## src/rtl/binarize_stream.sv

```systemverilog
// binarize_stream: registered, back-pressurable per-channel threshold
// binarizer that maps signed pre-activations to +1/-1 activations.
//
// Parameters
//   DEPTH        input word width per channel (signed, >= 2)
//   TARGET_DEPTH output word width per channel (signed, >= 2)
//   WIDTH        channels per beat (>= 1)
//
// Ports
//   clk, rst      clock; asynchronous active-high reset
//   in_valid      input beat present
//   in_ready      block accepts a beat this cycle
//   in_data       WIDTH x DEPTH signed, channel c at [c*DEPTH +: DEPTH]
//   thr_we        threshold write strobe
//   thr_addr      channel index to write (writes >= WIDTH are dropped)
//   thr_data      signed threshold value
//   out_valid     output beat present
//   out_ready     downstream accepts the beat
//   out_data      WIDTH x TARGET_DEPTH, +1 = 1, -1 = all ones
//   out_bits      bit c set when channel c is +1
//   out_pos_cnt   number of +1 channels in the beat
//
// Build option
//   BINARIZE_THR_EN  when defined, a programmable threshold file is
//                    built; otherwise every threshold is constant 0
//                    (plain sign function) and thr_* are ignored.

module binarize_stream #(
   parameter int DEPTH        = 32,
   parameter int TARGET_DEPTH = 2,
   parameter int WIDTH        = 3,
   localparam int AW = (WIDTH > 1) ? $clog2(WIDTH) : 1,
   localparam int CW = $clog2(WIDTH + 1)
) (
   input  logic                          clk,
   input  logic                          rst,
   input  logic                          in_valid,
   output logic                          in_ready,
   input  logic [WIDTH*DEPTH-1:0]        in_data,
   input  logic                          thr_we,
   input  logic [AW-1:0]                 thr_addr,
   input  logic [DEPTH-1:0]              thr_data,
   output logic                          out_valid,
   input  logic                          out_ready,
   output logic [WIDTH*TARGET_DEPTH-1:0] out_data,
   output logic [WIDTH-1:0]              out_bits,
   output logic [CW-1:0]                 out_pos_cnt
);

   localparam logic [TARGET_DEPTH-1:0] POS = TARGET_DEPTH'(1);
   localparam logic [TARGET_DEPTH-1:0] NEG = '1;

   logic signed [DEPTH-1:0] thr_eff [WIDTH];

`ifdef BINARIZE_THR_EN
   logic signed [DEPTH-1:0] thr [WIDTH];

   // Address decode against every legal index, so an
   // out-of-range address simply matches nothing.
   always_ff @(posedge clk or posedge rst) begin
      if (rst) begin
         for (int i = 0; i < WIDTH; i++)
            thr[i] <= '0;
      end else if (thr_we) begin
         for (int i = 0; i < WIDTH; i++)
            if (thr_addr == AW'(i))
               thr[i] <= thr_data;
      end
   end

   always_comb begin
      for (int i = 0; i < WIDTH; i++)
         thr_eff[i] = thr[i];
   end
`else
   logic unused_thr;
   assign unused_thr = ^{thr_we, thr_addr, thr_data};

   always_comb begin
      for (int i = 0; i < WIDTH; i++)
         thr_eff[i] = '0;
   end
`endif

   // Compare uses the threshold currently in the file, so a
   // write on the accept edge only affects later beats.
   logic [WIDTH-1:0] cmp;

   always_comb begin
      cmp = '0;
      for (int c = 0; c < WIDTH; c++)
         cmp[c] = $signed(in_data[c*DEPTH +: DEPTH]) >= thr_eff[c];
   end

   logic             valid_a;
   logic [WIDTH-1:0] bits_a;
   logic             ready_a;
   logic             accept;
   logic             advance;

   assign ready_a  = !out_valid || out_ready;
   assign in_ready = !valid_a || ready_a;
   assign accept   = in_valid && in_ready;
   assign advance  = valid_a && ready_a;

   always_ff @(posedge clk or posedge rst) begin
      if (rst) begin
         valid_a <= 1'b0;
         bits_a  <= '0;
      end else if (accept) begin
         valid_a <= 1'b1;
         bits_a  <= cmp;
      end else if (advance) begin
         valid_a <= 1'b0;
      end
   end

   logic [CW-1:0]                 cnt_a;
   logic [WIDTH*TARGET_DEPTH-1:0] data_a;

   always_comb begin
      cnt_a  = '0;
      data_a = '0;
      for (int c = 0; c < WIDTH; c++) begin
         cnt_a = cnt_a + CW'(bits_a[c]);
         data_a[c*TARGET_DEPTH +: TARGET_DEPTH] = bits_a[c] ? POS : NEG;
      end
   end

   // Output registers only load on advance, which keeps them
   // frozen for the whole of a downstream stall.
   always_ff @(posedge clk or posedge rst) begin
      if (rst) begin
         out_valid   <= 1'b0;
         out_bits    <= '0;
         out_data    <= '0;
         out_pos_cnt <= '0;
      end else if (advance) begin
         out_valid   <= 1'b1;
         out_bits    <= bits_a;
         out_data    <= data_a;
         out_pos_cnt <= cnt_a;
      end else if (out_ready) begin
         out_valid   <= 1'b0;
      end
   end

endmodule

```

## config.mk

```make
export PLATFORM = sky130hd
export DESIGN_NAME = binarize_stream
export DESIGN_NICKNAME = d
export VERILOG_FILES = /design/src/rtl/binarize_stream.sv
export SDC_FILE = /design/constraint.sdc
export NUM_CORES = 1
export LEC_CHECK = 0
export BUFFER_PORTS_ARGS = -buffer_cell sky130_fd_sc_hd__buf_2
export CAP_MARGIN = 10
export CORE_MARGIN = 2
export CORE_UTILIZATION = 21
export DETAILED_ROUTE_END_ITERATION = 16
export GPL_TIMING_DRIVEN = 0
export PLACE_DENSITY_LB_ADDON = 0.3
export SLEW_MARGIN = 20
export SYNTH_ARGS = -nofsm -noshare
export SYNTH_HDL_FRONTEND = slang
export SYNTH_SLANG_ARGS = --single-unit
export TNS_END_PERCENT = 50
```

## constraint.sdc

```tcl
create_clock -name clk -period 1.9 [get_ports clk]
set_clock_uncertainty 0.2 [all_clocks]
set_input_delay 0.285 -clock clk [delete_from_list [all_inputs] [get_ports clk]]
set_output_delay 0.285 -clock clk [all_outputs]
set_load 0.05 [all_outputs]
```

==> out/qor.csv, run 1 <==
metric,value,unit
Die Ht,57.6,µm
HP Class,in2reg,
Comb power frac,40.4,%
GRT overflow,0,
Pint,557,µW
placed cell count,91,
Finish-stage setup viols,0,
Critical Path AT,1160,ps
final hold vios,0,
Syn-to-layout area delta,32.6,%
DIE AREA,0.00332,mm²
placer's final routability congestion estimate,0.666,
TritonRoute pass-1 iters,4,
Finished Layout Cells,98,
CTS resizes,0,
asr flop ratio synth,100,%
largest net degree at the start of global routing,15,
worst path required time,1410,ps
CTS root buffer,clkbuf_4,
I/O Buffers,19,
Nets,205,
Period minus WS final,1650,ps
sequential share of the synthesized area,58.1,%
"Clk pin slew, worst setup/hold paths",70,ps
Die X-Extent,57.6,µm
post-synthesis cell area,603,µm²
DRC,0,
Power Dens Cells,1180,mW/mm²
VDD IR max,564,µV
pins over their slew limit,0,
WS Path Type,reg2out,
register share of total power,42.8,%
Static Leakage,0.400,nW
n_diodes,0,
worst-path fanout max,7,
total power,943,µW
Clock power frac,16.8,%
vias in the first global route,390,
TritonCTS Buffers,3,
Least-Margin Pin Slew,517,ps
Fmax,607,MHz
Core Box Area,0.00273,mm²
first-pass GRT wire length,1.83,mm
initial antenna violation count,0,
Commonest cells post-synth,"dfrtp_1 (14), mux2_4 (6), inv_1 (4), mux2i_1 (3)",
Synth area leaders,"dfrtp_1 (58%), mux2_4 (15%), mux2i_1 (5.0%)",
status,finished clean,
cell taking the most area after synthesis,dfrtp_1,
DRT antenna net count,0,
CTS tree,yes,
Vias,380,
Final Cycle Share,86.7,%
Global Route Usage Sum,7.89,%
Rows,19,
Post-Syn Area per Cell,14.7,µm²
layout cells sized above 1,49.3,%
clk sinks,14,
syn_nets,177,
clk buf depth,2,
via/cell ratio,3.88,
element type at the critical path end,primary output,
Worst setup SP type,register,
Post-CTS Setup Bufs,0,
WL/cell,10.8,µm
Unique masters post-synth,14,
Max-cap violations,0,
WHS,64.3,ps
Yosys reg bits,14,
number of synthesized flops with an enable pin,0,
synthesized instance count,41,
initial core utilization,22.1,%
clk_lat worst skew,270,ps
boundary pin count,148,
Synth top area share,58.1,%
H-tree depth,1,
DR iter-0 viols,7,
RSZ-0062 raised after global routing,no,
WL final,1.06,mm
Post-Route Setup TNS,0,ps
most common cell in the synthesized netlist,dfrtp_1,
sw frac,40.9,%
Slew HR,65.5,%
Switch Pwr,386,µW
main flop type after synthesis,dfrtp_1,
Synth Warn #,0,
==> cell usage in the layout (no fill, tap or decap), drive strengths merged, types with 3 or more instances in the layout <==
master,n
mux2,6
clkbuf,3
dfrtp,14
nand2b,3
dlygate4sd3,4
inv,4
buf,21
mux2i,3
==> layout make-up <==
class	instances	area [µm²]
Multi-Input combinational cell	21	223
Clock buffer	3	22.5
Fill cell	290	1930
Tap cell	31	38.8
Timing Repair Buffer	23	135
Buffer	2	15.0
Inverter	4	15.0
Sequential cell	14	350
==> logic make-up after synthesis <==
group / after synthesis / synth area share [%]
flops: 14 / 58.1
mux: 9 / 19.9
simple gates: 7 / 9.96
buf+inv: 6 / 4.98
compound gates: 4 / 3.73
fa+ha+maj: 1 / 3.32
==> metal layers <==
metal,track usage (%),vias to the layer above,part of all wire [%]
li1,-,189,-
met1,9.89,173,46
met2,10.2,16,42
met3,5.22,2,9.6
met4,3.99,0,1.9
met5,0,-,0
==> power by group through the flow <==
| stage | logic, mW | registers [mW] | clock network, mW |
|---|---|---|---|
| floorplan | 0.116 | 0.588 | 0 |
| global route | 0.404 | 0.416 | 0.183 |
| global placement | 0.379 | 0.408 | 0 |
| finish | 0.381 | 0.404 | 0.158 |
| CTS | 0.386 | 0.406 | 0.168 |
| detailed placement | 0.379 | 0.412 | 0 |
==> sequential cells by signal (all words and copies together) (netlist names) <==
signal       flops
out_data         4
bits_a           3
out_bits         3
out_pos_cnt      2
out_valid        1
valid_a          1
==> worst max-delay path, stage by stage, from the launching register on <==
cell and delay, ps:
dfrtp_1 440, nand3b_2 170, buf_2 290
==> repair_timing <==
| item | 4_1_cts | 5_1_grt |
|---|---|---|
| hold endpoints to repair | 17 | 0 |
| hold buffers | 4 | 0 |
| endpoints found under the setup margin | 0 | 0 |
==> per-stage QoR <==
stage / setup slack [ps] / utilization [%] / cell area (µm²)
2_1_floorplan: 164 / - / 603
3_3_place_gp: 415 / 27.0 / 737
3_5_place_dp: 419 / 27.0 / 737
4_1_cts: 229 / 29.2 / 800
5_1_grt: 161 / 29.2 / 800
6_report: 253 / 29.2 / 800
==> final timing paths <==
kind	startpoint	endpoint	slack, ps	cells after the start
worst max-delay path	out_valid	in_ready	250	2
worst min-delay path	in_valid	bits_a[2]	60	2
worst max register to register	bits_a[1]	out_pos_cnt[0]	420	2
worst min register to register	out_bits[1]	out_bits[1]	310	1
max in group asynchronous	rst	out_valid	770	3
min in group asynchronous	rst	out_pos_cnt[0]	380	3
Note: power is estimated with default switching activity, not from simulation.
==> run 2, diff against run 1 <==
--- a/config.mk
+++ b/config.mk
@@ -7,9 +7,10 @@
 export LEC_CHECK = 0
 export BUFFER_PORTS_ARGS = -buffer_cell sky130_fd_sc_hd__buf_2
 export CAP_MARGIN = 10
-export CORE_MARGIN = 2
-export CORE_UTILIZATION = 21
+export CORE_AREA = 2 2 57 59
+export CTS_BUF_LIST = sky130_fd_sc_hd__clkbuf_8
 export DETAILED_ROUTE_END_ITERATION = 16
+export DIE_AREA = 0 0 59 61
 export GPL_TIMING_DRIVEN = 0
 export PLACE_DENSITY_LB_ADDON = 0.3
 export SLEW_MARGIN = 20
==> out/qor.csv, run 2 (synthesis gave the netlist of run 1 again) <==
metric,value,unit
status,"complete, but fails checks",
failing checks,design-rule violations,
worst slack at placement,424,ps
worst reg2reg startpoint,bits_a[1],
Crit-path slowest cell,dfrtp_1,
Least-Margin Pin Slew,526,ps
RSZ-0062 raised after global routing,no,
flop2flop setup slack,420,ps
Vias,382,
Die X-Extent,59,µm
"most common cell after layout, fill and taps aside",buf_2,
most frequent cells in the layout,"buf_2 (19), dfrtp_1 (14), mux2_4 (6), inv_1 (4), clkbuf_8 (4)",
Rows,20,
CTS resizes,0,
CTS root buffer,clkbuf_8,
hold endpoint,bits_a[0],
Power Dens Cells,1330,mW/mm²
element type at the critical path end,primary output,
VDD IR max,274,µV
clk sinks,14,
largest net degree at the start of global routing,15,
TritonCTS Buffers,3,
Slew HR,64.9,%
GRT overflow,0,
final hold vios,0,
CTS tree,yes,
DRC,1,
Final Cycle Share,85.6,%
Post-DP Area,739,µm²
worst path cell trace,nand3b_2 > buf_2,
Worst setup SP type,register,
initial antenna violation count,0,
Finish-stage setup viols,0,
WHS,17.1,ps
DIE AREA,0.00360,mm²
Critical Path AT,1140,ps
Core Box Area,0.00295,mm²
DR iter-0 viols,21,
H-tree depth,1,
n_diodes,0,
fill cell count,313,
initial core utilization,20.4,%
Max-cap violations,0,
max FFs per register,4,
WL final,1.14,mm
boundary pin count,148,
Global Route Usage Sum,7.50,%
cell area after layout,805,µm²
hold_sp,in_data[31],
Hold Crit Depth,2,
DRT antenna net count,0,
I/O Buffers,19,
crit-path max cell delay,430,ps
HP Class,in2reg,
vias in the first global route,380,
WS Path Type,reg2out,
placer's final routability congestion estimate,0.688,
Period minus WS final,1630,ps
clk_lat worst skew,240,ps
TritonRoute pass-1 iters,12,
clk buf depth,2,
WL/cell,11.6,µm
Nets,202,
Fmax,615,MHz
Worst Reg-to-Reg Cells,2,
"Clk pin slew, worst setup/hold paths",50,ps
layout cells sized above 1,52.3,%
Top reg by flops,out_data,
first-pass GRT wire length,1.88,mm
pins over their slew limit,0,
Die Ht,61,µm
Syn-to-layout area delta,33.4,%
via/cell ratio,3.90,
Static Leakage,0.402,nW
Post-Route Setup TNS,0,ps
worst path required time,1410,ps
total power,1.07,mW
Final WS setup,275,ps
worst r2r dst,out_pos_cnt[0],
Top Registers,"out_data x4, bits_a x3, out_bits x3",
worst-path fanout max,7,
[run 2: changes by cell type in the layout (fill, tap and decap cells not counted)]
cell / delta
dlygate4sd3_1: -3
clkbuf_8: +4
clkbuf_4: -3
[run 2: routing by layer]
metal | global-route usage [%] | wire [µm] | part of all wire [%]
met4 | 2.92 | 0 | 0
met2 | 9.84 | 463 | 41
met1 | 9.83 | 596 | 52
met5 | 0 | 0 | 0
met3 | 4.69 | 76 | 6.7
[run 2: worst max-delay path: cells and delay by family (launching register included)]
kind	cells	cell delay, ps
DFF	1	430
buffers and inverters	1	290
and+or+nand+nor	1	180
[run 2: repair_timing]
item / CTS / global route
endpoints found under the setup margin: 0 / 0
setup buffers: 0 / 0
hold endpoints to repair: 14 / 0
hold buffers: 1 / 0
[run 2: how the worst max path moves through the flow]
stage | startpoint | endpoint | slack (ps) | depth (start not counted)
global route | out_valid | in_ready | 220 | 2
detailed placement | bits_a[1] | out_pos_cnt[0] | 420 | 2
global placement | bits_a[0] | out_pos_cnt[0] | 430 | 2
finish | out_valid | in_ready | 270 | 2
CTS | out_valid | in_ready | 260 | 2
floorplan | out_valid | bits_a[0] | 160 | 3
[run 2: layout make-up]
class	instances	area, µm²	area share, %
sequential	14	350	43.5
timing repair buffer	20	105	13.1
multi-input combinational	21	223	27.7
tap	33	41.3	5.13
inverter	4	15.0	1.87
buffer	2	15.0	1.87
clock buffer	4	55.1	6.84
[run 2: power breakdown]
| part | switching, mW | total (mW) | internal (mW) | leakage, nW |
|---|---|---|---|---|
| registers | 0.0415 | 0.402 | 0.361 | 0.156 |
| logic | 0.260 | 0.380 | 0.120 | 0.217 |
| clock network | 0.105 | 0.288 | 0.183 | 0.0288 |
| total | 0.406 | 1.07 | 0.664 | 0.402 |
[run 2: metrics by stage]
stage                     utilization, %  instances
final                               27.2         98
after detailed placement            25.0         93
after floorplan                        -         41
after CTS                           27.2         98
after global placement              25.0         93
after global routing                27.2         98
==> run 3, diff against run 2 <==
--- a/config.mk
+++ b/config.mk
@@ -5,6 +5,7 @@
 export SDC_FILE = /design/constraint.sdc
 export NUM_CORES = 1
 export LEC_CHECK = 0
+export ABC_AREA = 1
 export BUFFER_PORTS_ARGS = -buffer_cell sky130_fd_sc_hd__buf_2
 export CAP_MARGIN = 10
 export CORE_AREA = 2 2 57 59
==> out/qor.csv, run 3 <==
metric,value,unit
status,finished clean,
Finished Layout Cells,117,
Power Dens Cells,1390,mW/mm²
"Hold-fix buffers, CTS",1,
sequential share of the synthesized area,59.1,%
asr flop ratio synth,100,%
Yosys reg bits,14,
Die X-Extent,59,µm
H-tree depth,1,
CTS resizes,0,
n_diodes,0,
Critical Path AT,1150,ps
CTS root buffer,clkbuf_8,
Top Registers,"out_data x4, bits_a x3, out_bits x3",
Fmax,611,MHz
hold_sp,in_data[31],
"Clk pin slew, worst setup/hold paths",50,ps
Post-CTS Setup Bufs,0,
Nets,222,
Syn-to-layout area delta,31.6,%
Synth Warn #,0,
Core Box Area,0.00295,mm²
CTS tree,yes,
worst slack at placement,499,ps
Commonest cells post-synth,"nand2_1 (22), dfrtp_1 (14), nand3_1 (8), inv_1 (6)",
pins over their slew limit,0,
Final Cycle Share,86.1,%
placed cell count,113,
met3 Track Usage GR,5.33,%
worst reg2reg startpoint,bits_a[0],
largest net degree at the start of global routing,15,
cell area after layout,781,µm²
via/cell ratio,3.99,
hold endpoint,bits_a[0],
number of synthesized flops with an enable pin,0,
Period minus WS final,1640,ps
DRT antenna net count,0,
GRT overflow,0,
clk sinks,14,
Global Route Usage Sum,8.15,%
initial antenna violation count,0,
post-synthesis cell area,593,µm²
Hold Crit Depth,4,
vias in the first global route,457,
placer's final routability congestion estimate,0.695,
DP HPWL,902,µm
cell taking the most area after synthesis,dfrtp_1,
Max-cap violations,0,
Static Leakage,0.426,nW
Worst setup SP type,register,
worst r2r dst,out_pos_cnt[0],
Finish-stage setup viols,0,
flop2flop setup slack,500,ps
clk buf depth,2,
initial core utilization,20.1,%
WL final,1.16,mm
grt met1 use,9.91,%
most frequent cells in the layout,"nand2_1 (22), buf_2 (19), dfrtp_1 (14), nand3_1 (8), inv_1 (6)",
VDD IR max,594,µV
total power,1.09,mW
syn_nets,197,
Least-Margin Pin Slew,529,ps
synthesized instance count,61,
Worst Reg-to-Reg Cells,3,
final hold vios,0,
Synth top area share,59.1,%
TritonRoute pass-1 iters,4,
RSZ-0062 raised after global routing,no,
Slew HR,64.7,%
Post-Syn Area per Cell,9.72,µm²
DR iter-0 viols,6,
first-pass GRT wire length,2.06,mm
Post-Route Setup TNS,0,ps
layout cells sized above 1,38.1,%
TritonCTS Buffers,3,
GRT busiest layer,met2,
boundary pin count,148,
max FFs per register,4,
Synth area leaders,"dfrtp_1 (59%), nand2_1 (14%), nand3_1 (6.8%)",
Vias,467,
"most common cell after layout, fill and taps aside",nand2_1,
DIE AREA,0.00360,mm²
I/O Buffers,19,
Final WS setup,264,ps
Rows,20,
Die Ht,61,µm
WS Path Type,reg2out,
worst path required time,1410,ps
main flop type after synthesis,dfrtp_1,
met2 Track Usage GR,11.6,%
worst-path fanout max,7,
WL/cell,9.93,µm
Top reg by flops,out_data,
DRC,0,
element type at the critical path end,primary output,
most common cell in the synthesized netlist,nand2_1,
Post-DP Area,729,µm²
clk_lat worst skew,240,ps
HP Class,in2reg,
Unique masters post-synth,9,
==> run 3: cell count changes after synthesis, sizes merged, moves of 3 or more <==
cell	previous run	this run
nand2b	3	0
nand2	2	25
mux2i	3	0
o21ai	0	3
nand3	0	9
mux2	6	0
==> run 3: cell type report <==
type                            count  area [µm²]
Inverter                            6        22.5
Timing Repair Buffer               20         105
Buffer                              3        22.5
Fill cell                         322        2170
Clock buffer                        3        41.3
Sequential cell                    14         350
Multi-Input combinational cell     38         198
Tap cell                           33        41.3
==> run 3: logic make-up (layout without fill, tap and decap cells) <==
group                    Yosys count  after routing  synth area share [%]
AND/OR/NAND/NOR                   34             34                  25.5
flip-flops                        14             14                  59.1
buffers and inverters              9             32                  7.59
AO/OA/AOI/OAI                      3              3                  4.43
adder cells (fa/ha/maj)            1              1                  3.38
==> run 3: where the power goes <==
group          internal (mW)  switching (mW)
Sequential             0.371          0.0567
Clock                  0.140          0.0937
Combinational         0.0993           0.327
==> run 3: worst max-delay path by stage <==
stage,start,end,slack (ps),depth (start not counted)
final,valid_a,in_ready,260,2
after global placement,bits_a[0],out_pos_cnt[0],510,3
after detailed placement,bits_a[0],out_pos_cnt[0],500,3
after floorplan,out_valid,valid_a,240,3
after global routing,valid_a,in_ready,200,2
after CTS,valid_a,in_ready,260,2
==> run 3: layer usage <==
layer	share of wire, %	vias to the layer above
met3	10	2
met5	0	-
met1	49	208
li1	-	236
met4	0.69	0
met2	40	21
==> run 3: worst max-delay path, cell delays in order, from the launching register on <==
cell and delay [ps]:
dfrtp_1 460, nand3_2 170, buf_2 280
==> run 3: through the flow <==
stage | utilization, % | hold slack (ps)
2_1_floorplan | - | -25.8
3_3_place_gp | 24.7 | 145
3_5_place_dp | 24.7 | 154
4_1_cts | 26.4 | 93.7
5_1_grt | 26.4 | 102
6_report | 26.4 | 97.6
